File: src/rtl/exc_ctrl.sv
// Commit-stage exception/interrupt controller: prioritises causes, writes CP0, redirects fetch.
// Optional event counters are built when EXC_CTRL_COUNTERS_EN is defined.
module exc_ctrl (
  input  logic        clk,
  input  logic        reset,
  input  logic        cm_valid,
  input  logic [31:0] cm_pc,
  input  logic        cm_bd,
  input  logic [9:0]  cm_exc,
  input  logic        cm_tlb_store,
  input  logic        cm_refill,
  input  logic        cm_eret,
  input  logic [31:0] cm_daddr,
  input  logic        interrupt_pending,
  input  logic [31:0] epc,
  input  logic [31:0] exc_handler,
  input  logic [31:0] int_handler,
  input  logic [31:0] tlb_refill_handler,
  output logic        en_exp_o,
  output logic        ewr_bd,
  output logic [31:0] ewr_epc,
  output logic [31:0] ewr_badVAddr,
  output logic [4:0]  ewr_excCode,
  output logic        flush_o,
  output logic        stall_o,
  output logic        redirect_valid,
  output logic [31:0] redirect_pc,
  input  logic        redirect_ready,
  output logic [31:0] exc_count,
  output logic [31:0] int_count
);

  localparam logic [0:0] StIdle     = 1'b0;
  localparam logic [0:0] StRedirect = 1'b1;

  localparam logic [4:0] ExcInt  = 5'd0;
  localparam logic [4:0] ExcMod  = 5'd1;
  localparam logic [4:0] ExcTlbl = 5'd2;
  localparam logic [4:0] ExcTlbs = 5'd3;
  localparam logic [4:0] ExcAdel = 5'd4;
  localparam logic [4:0] ExcAdes = 5'd5;
  localparam logic [4:0] ExcSys  = 5'd8;
  localparam logic [4:0] ExcBp   = 5'd9;
  localparam logic [4:0] ExcRi   = 5'd10;
  localparam logic [4:0] ExcOv   = 5'd12;
  // ERET has no architectural ExcCode; an otherwise unused encoding marks it for CP0.
  localparam logic [4:0] ExcEret = 5'd31;

  logic [0:0]  state_q;
  logic        en_exp_q, flush_q, bd_q;
  logic [31:0] epc_q, bad_q, rpc_q;
  logic [4:0]  code_q;

  logic        exc_event, is_int, is_eret;
  logic [4:0]  code_d;
  logic [31:0] bad_d, rpc_d;

  assign exc_event = (state_q == StIdle) && cm_valid &&
                     (interrupt_pending || (|cm_exc) || cm_eret);

  always_comb begin
    code_d  = ExcInt;
    bad_d   = 32'h0;
    rpc_d   = exc_handler;
    is_int  = 1'b0;
    is_eret = 1'b0;
    if (interrupt_pending) begin
      code_d = ExcInt;
      rpc_d  = int_handler;
      is_int = 1'b1;
    end else if (cm_exc[0]) begin
      code_d = ExcAdel;
      bad_d  = cm_pc;
    end else if (cm_exc[1]) begin
      code_d = ExcTlbl;
      bad_d  = cm_pc;
      rpc_d  = cm_refill ? tlb_refill_handler : exc_handler;
    end else if (cm_exc[2]) begin
      code_d = ExcRi;
    end else if (cm_exc[3]) begin
      code_d = ExcOv;
    end else if (cm_exc[4]) begin
      code_d = ExcSys;
    end else if (cm_exc[5]) begin
      code_d = ExcBp;
    end else if (cm_exc[6]) begin
      code_d = ExcAdel;
      bad_d  = cm_daddr;
    end else if (cm_exc[7]) begin
      code_d = ExcAdes;
      bad_d  = cm_daddr;
    end else if (cm_exc[8]) begin
      code_d = cm_tlb_store ? ExcTlbs : ExcTlbl;
      bad_d  = cm_daddr;
      rpc_d  = cm_refill ? tlb_refill_handler : exc_handler;
    end else if (cm_exc[9]) begin
      code_d = ExcMod;
      bad_d  = cm_daddr;
    end else if (cm_eret) begin
      code_d  = ExcEret;
      rpc_d   = epc;
      is_eret = 1'b1;
    end
  end

  always_ff @(posedge clk or posedge reset) begin
    if (reset) begin
      state_q  <= StIdle;
      en_exp_q <= 1'b0;
      flush_q  <= 1'b0;
      bd_q     <= 1'b0;
      epc_q    <= 32'h0;
      bad_q    <= 32'h0;
      code_q   <= 5'h0;
      rpc_q    <= 32'h0;
    end else begin
      en_exp_q <= 1'b0;
      flush_q  <= 1'b0;
      case (state_q)
        StIdle: begin
          if (exc_event) begin
            state_q  <= StRedirect;
            en_exp_q <= 1'b1;
            flush_q  <= 1'b1;
            bd_q     <= cm_bd;
            epc_q    <= cm_bd ? (cm_pc - 32'd4) : cm_pc;
            bad_q    <= bad_d;
            code_q   <= code_d;
            rpc_q    <= rpc_d;
          end
        end
        StRedirect: begin
          if (redirect_ready) state_q <= StIdle;
        end
        default: state_q <= StIdle;
      endcase
    end
  end

  assign en_exp_o       = en_exp_q;
  assign flush_o        = flush_q;
  assign ewr_bd         = bd_q;
  assign ewr_epc        = epc_q;
  assign ewr_badVAddr   = bad_q;
  assign ewr_excCode    = code_q;
  assign redirect_pc    = rpc_q;
  assign redirect_valid = (state_q == StRedirect);
  assign stall_o        = (state_q == StRedirect);

`ifdef EXC_CTRL_COUNTERS_EN
  logic [31:0] exc_cnt_q, int_cnt_q;

  always_ff @(posedge clk or posedge reset) begin
    if (reset) begin
      exc_cnt_q <= 32'h0;
      int_cnt_q <= 32'h0;
    end else if (exc_event) begin
      if (is_int) int_cnt_q <= int_cnt_q + 32'd1;
      else if (!is_eret) exc_cnt_q <= exc_cnt_q + 32'd1;
    end
  end

  assign exc_count = exc_cnt_q;
  assign int_count = int_cnt_q;
`else
  assign exc_count = 32'h0;
  assign int_count = 32'h0;
`endif

endmodule
File: config.mk
export PLATFORM = sky130hd
export DESIGN_NAME = exc_ctrl
export DESIGN_NICKNAME = d
export VERILOG_FILES = /design/src/rtl/exc_ctrl.sv
export SDC_FILE = /design/constraint.sdc
export NUM_CORES = 1
export LEC_CHECK = 0
export CORE_MARGIN = 5
export CORE_UTILIZATION = 25
export DETAILED_ROUTE_END_ITERATION = 10
export SLEW_MARGIN = 20
export SYNTH_ARGS = -nofsm -noshare
export SYNTH_HDL_FRONTEND = slang
export SYNTH_SLANG_ARGS = --single-unit
File: constraint.sdc
create_clock -name clk -period 8.9 [get_ports clk]
set_clock_uncertainty 0.2 [all_clocks]
set_input_delay 0.89 -clock clk [delete_from_list [all_inputs] [get_ports clk]]
set_output_delay 0.89 -clock clk [all_outputs]
set_load 0.1 [all_outputs]
==> results.md <==
* Status: finished clean
* Critical Path Fanout Max at 110
* Total CTS buffers at 9
* Initial Util at 25.3%
* Startpoint Class: input port
* Gpl congestion at 0.799
* Critical path capture point type: flip-flop
* Max Freq at 0.263 GHz
* Placed instance count at 1334
* Post-Route Setup TNS at 0 ns
* Clock tree buffer depth at 2
* DR WL/cell at 21.4 um
* Chip height at 175 um
* CP Launch Point: cm_exc[9]
* Synth Instances at 733
* Reg clk slew, reported paths at 0.08 ns
* Worst R2R End: redirect_pc[1]
* Leak Pwr at 3.96 nW
* Worst skew pair latency at 0.35 ns
* DRC errors left at 0
* Nets@finish at 1216
* Tcrit/Tclk final at 42.8%
* Delay-heaviest family, CP: buffers and inverters
* Layout cells sized above 1 at 5.65%
* Req. time, crit path at 8.94 ns
* P per Cell Area at 237 mW/mm^2
* Initial antenna violation count at 0
* CTS root buf: clkbuf_16
* Buf/Inv on CP at 4
* Post-cts resize count at 0
* Core Area at 0.0268 sq mm
* FP Rows at 60
* ANT nets after route at 0
* Detailed Routing Iterations Pass 1 at 7
* GRT Util Overall at 18.1%
* CP Class: input port to flip-flop
* Min-delay src: ewr_excCode[2]
* Final hold violation count at 0
* Ys Warns at 0
* Die W at 175 um
* Max Cap Violations at 0
* Vias in the first global route at 7148
* Grt total ovfl at 0
* CP Data Arrival Time at 3.84 ns
* Fin. max-slew vios at 0
* Minimum clock period at 3.81 ns
* Slew margin rel. at 26.2%
* Die area at 0.0305 sq mm
* Avg Cell Area, Syn at 9.24 sq um
* Hold WC Path Type: flip-flop to flip-flop
* Worst reg2reg startpoint: redirect_valid
* Vias/cell at 5.21
* Seq/Total Area, Yosys at 38.4%
* Worst VDD drop at 149 uV
* DP Wirelength at 21000 um
* CTS tree: done
* # H-tree levels at 3
* Vias at 7037
* RSZ-0062 raised after global routing: no
* Async SR Flop Fraction at 100%
* Hold Path Stages at 2
* IO buf count at 316
* Unique masters post-synth at 56
* Top FF cell, synth: dfrtp_1
* Crit-path cells: clkdlybuf4s50_1, nor4_4, buf_4, nand4_2, o21ai_4, buf_6, nor2_2, buf_4, a221o_1
* Fillers at 2690
* R2r setup slk at 6.25 ns
* N_diodes at 0
* Area grow syn2layout at 50.8%
* Most used cell, CP: buf_4
* Final wirelength at 28900 um
* Final std cells w/o fill at 1350
* Initial DRC Count at 392
* Largest net degree at the start of global routing at 111
* Post-Syn Area at 0.00678 sq mm
* Post-synth EDFFs at 0
* Hold EP: ewr_excCode[2]
* First-pass GRT wire length at 43700 um
* # Post-CTS Setup Buffers at 0
* Flops & latches, synth at 104
* Sink Count at 104
* Critical path's slowest cell: buf_6
* R2R cell count at 6
* Crit path largest cell delay at 0.66 ns
* Final setup violation count at 0
* Worst Max-Slew Pin Slew at 1.10 ns
* Num ports at 381
* Hold buffers post-CTS at 0
cell type report:
cell class,count,area [sq um],area share [%]
Clock buffer,9,225,2.20
Clock inverter,7,73.8,0.723
Inverter,8,32.5,0.318
Multi-Input combinational cell,553,3610,35.4
Sequential cell,104,2600,25.5
Tap cell,341,427,4.18
Timing Repair Buffer,328,3240,31.7
cell usage in the layout (no fill, tap or decap), drive strengths merged, types with 2 or more instances in the layout:
cell / count
a32oi: 30
or2: 3
a221o: 30
or3: 9
nor4b: 5
nand2b: 3
buf: 15
inv: 10
nand4b: 2
or4: 4
a21o: 2
xnor2: 22
o21ai: 101
a22oi: 62
a21oi: 5
mux2: 4
xor2: 7
nor3: 16
clkbuf: 9
nand3: 4
nor2: 10
clkinv: 5
nand2: 74
conb: 64
a31oi: 2
dfrtp: 104
nor4: 12
nand4: 3
a22o: 60
clkdlybuf4s50: 313
o211ai: 4
nor2b: 4
synth_stat cells, types with 2 or more instances:
library cell  instances  share of area, %
or4_1                 2              0.22
buf_1                 3              0.17
nor4_2                4              0.74
a21oi_1               5              0.37
o21ai_0              89               6.6
nand2b_1              3              0.28
nand2_1              74               4.1
a21o_1                2              0.22
nor4b_1               3              0.39
buf_2                12              0.89
a32oi_1              30               3.9
or4_4                 2              0.33
nor2_1               10              0.55
o21ai_1              11              0.81
nor4b_2               2              0.44
xor2_1                7              0.90
nor4_1                7              0.65
a31oi_1               2              0.18
or2_2                 2              0.18
a221o_1              30               4.4
or3_1                 9              0.83
nor3_2                2              0.30
xnor2_1              22               2.8
nor2b_1               3              0.28
buf_4                66               7.3
buf_6                 3              0.50
clkbuf_1             46               2.5
nand4b_1              2              0.26
nand3_1               4              0.30
o211ai_1              3              0.33
a22oi_1              62               6.9
mux2_2                4              0.66
a22o_1               60               7.8
nor3_1               14               1.0
dfrtp_1             104                38
inv_1                 8              0.44
nand4_2               2              0.37
state kept, by name, indices dropped and copies added (netlist names):
register,cells
ewr_badVAddr,32
ewr_bd,1
ewr_epc,32
ewr_excCode,5
flush_o,1
redirect_pc,32
redirect_valid,1
worst max path at each step:
stage | end | slack [ns] | cells after the start
2_1_floorplan | ewr_badVAddr[0] | 5.08 | 1
3_3_place_gp | redirect_pc[4] | 4.55 | 9
3_5_place_dp | redirect_pc[12] | 4.49 | 9
4_1_cts | redirect_pc[11] | 4.90 | 9
5_1_grt | redirect_pc[13] | 4.92 | 9
6_report | redirect_pc[6] | 5.09 | 9
metal layers:
metal  vias to the layer above  routed length, um  GRT usage, %
met5                         -                  0             0
met4                         0                420          3.70
met3                        26               2500          4.85
met2                       393              14100          30.6
met1                      3407              12000          23.2
li1                       3211                  -             -
where the power goes:
part	internal [mW]	leakage [nW]	total, mW	switching [mW]
clock network	0.200	0.147	0.415	0.216
logic	0.342	2.50	1.38	1.04
registers	0.564	1.31	0.622	0.0576
logic make-up after synthesis:
| family | synth area share [%] |
|---|---|
| xor+xnor | 3.75 |
| fa+ha+maj | 0.185 |
| simple gates | 12.2 |
| compound gates | 32.6 |
| mux | 0.813 |
| flops | 38.4 |
| buf+inv | 11.9 |
| other cells | 0.0553 |
worst register-to-register path: cells and delay by family, from the launching register on:
kind            cells  cell delay [ns]
simple gates        2             0.79
buf+inv             2             0.75
flops               1             0.47
compound gates      2             0.39
stage by stage:
| step | hold slack [ns] | power [mW] | utilization [%] | cell area, sq um | setup WS [ns] |
|---|---|---|---|---|---|
| 3_3_place_gp | 0.260 | 2.01 | 37.0 | 9910 | 4.55 |
| 2_1_floorplan | 0.757 | 1.65 | - | 7010 | 5.08 |
| 3_5_place_dp | 0.269 | 2.02 | 37.0 | 9910 | 4.49 |
| 4_1_cts | 0.287 | 2.44 | 38.1 | 10200 | 4.90 |
| 6_report | 0.282 | 2.42 | 38.1 | 10200 | 5.09 |
| 5_1_grt | 0.302 | 2.51 | 38.1 | 10200 | 4.92 |
No activity file was read; power rests on OpenSTA's default activity.
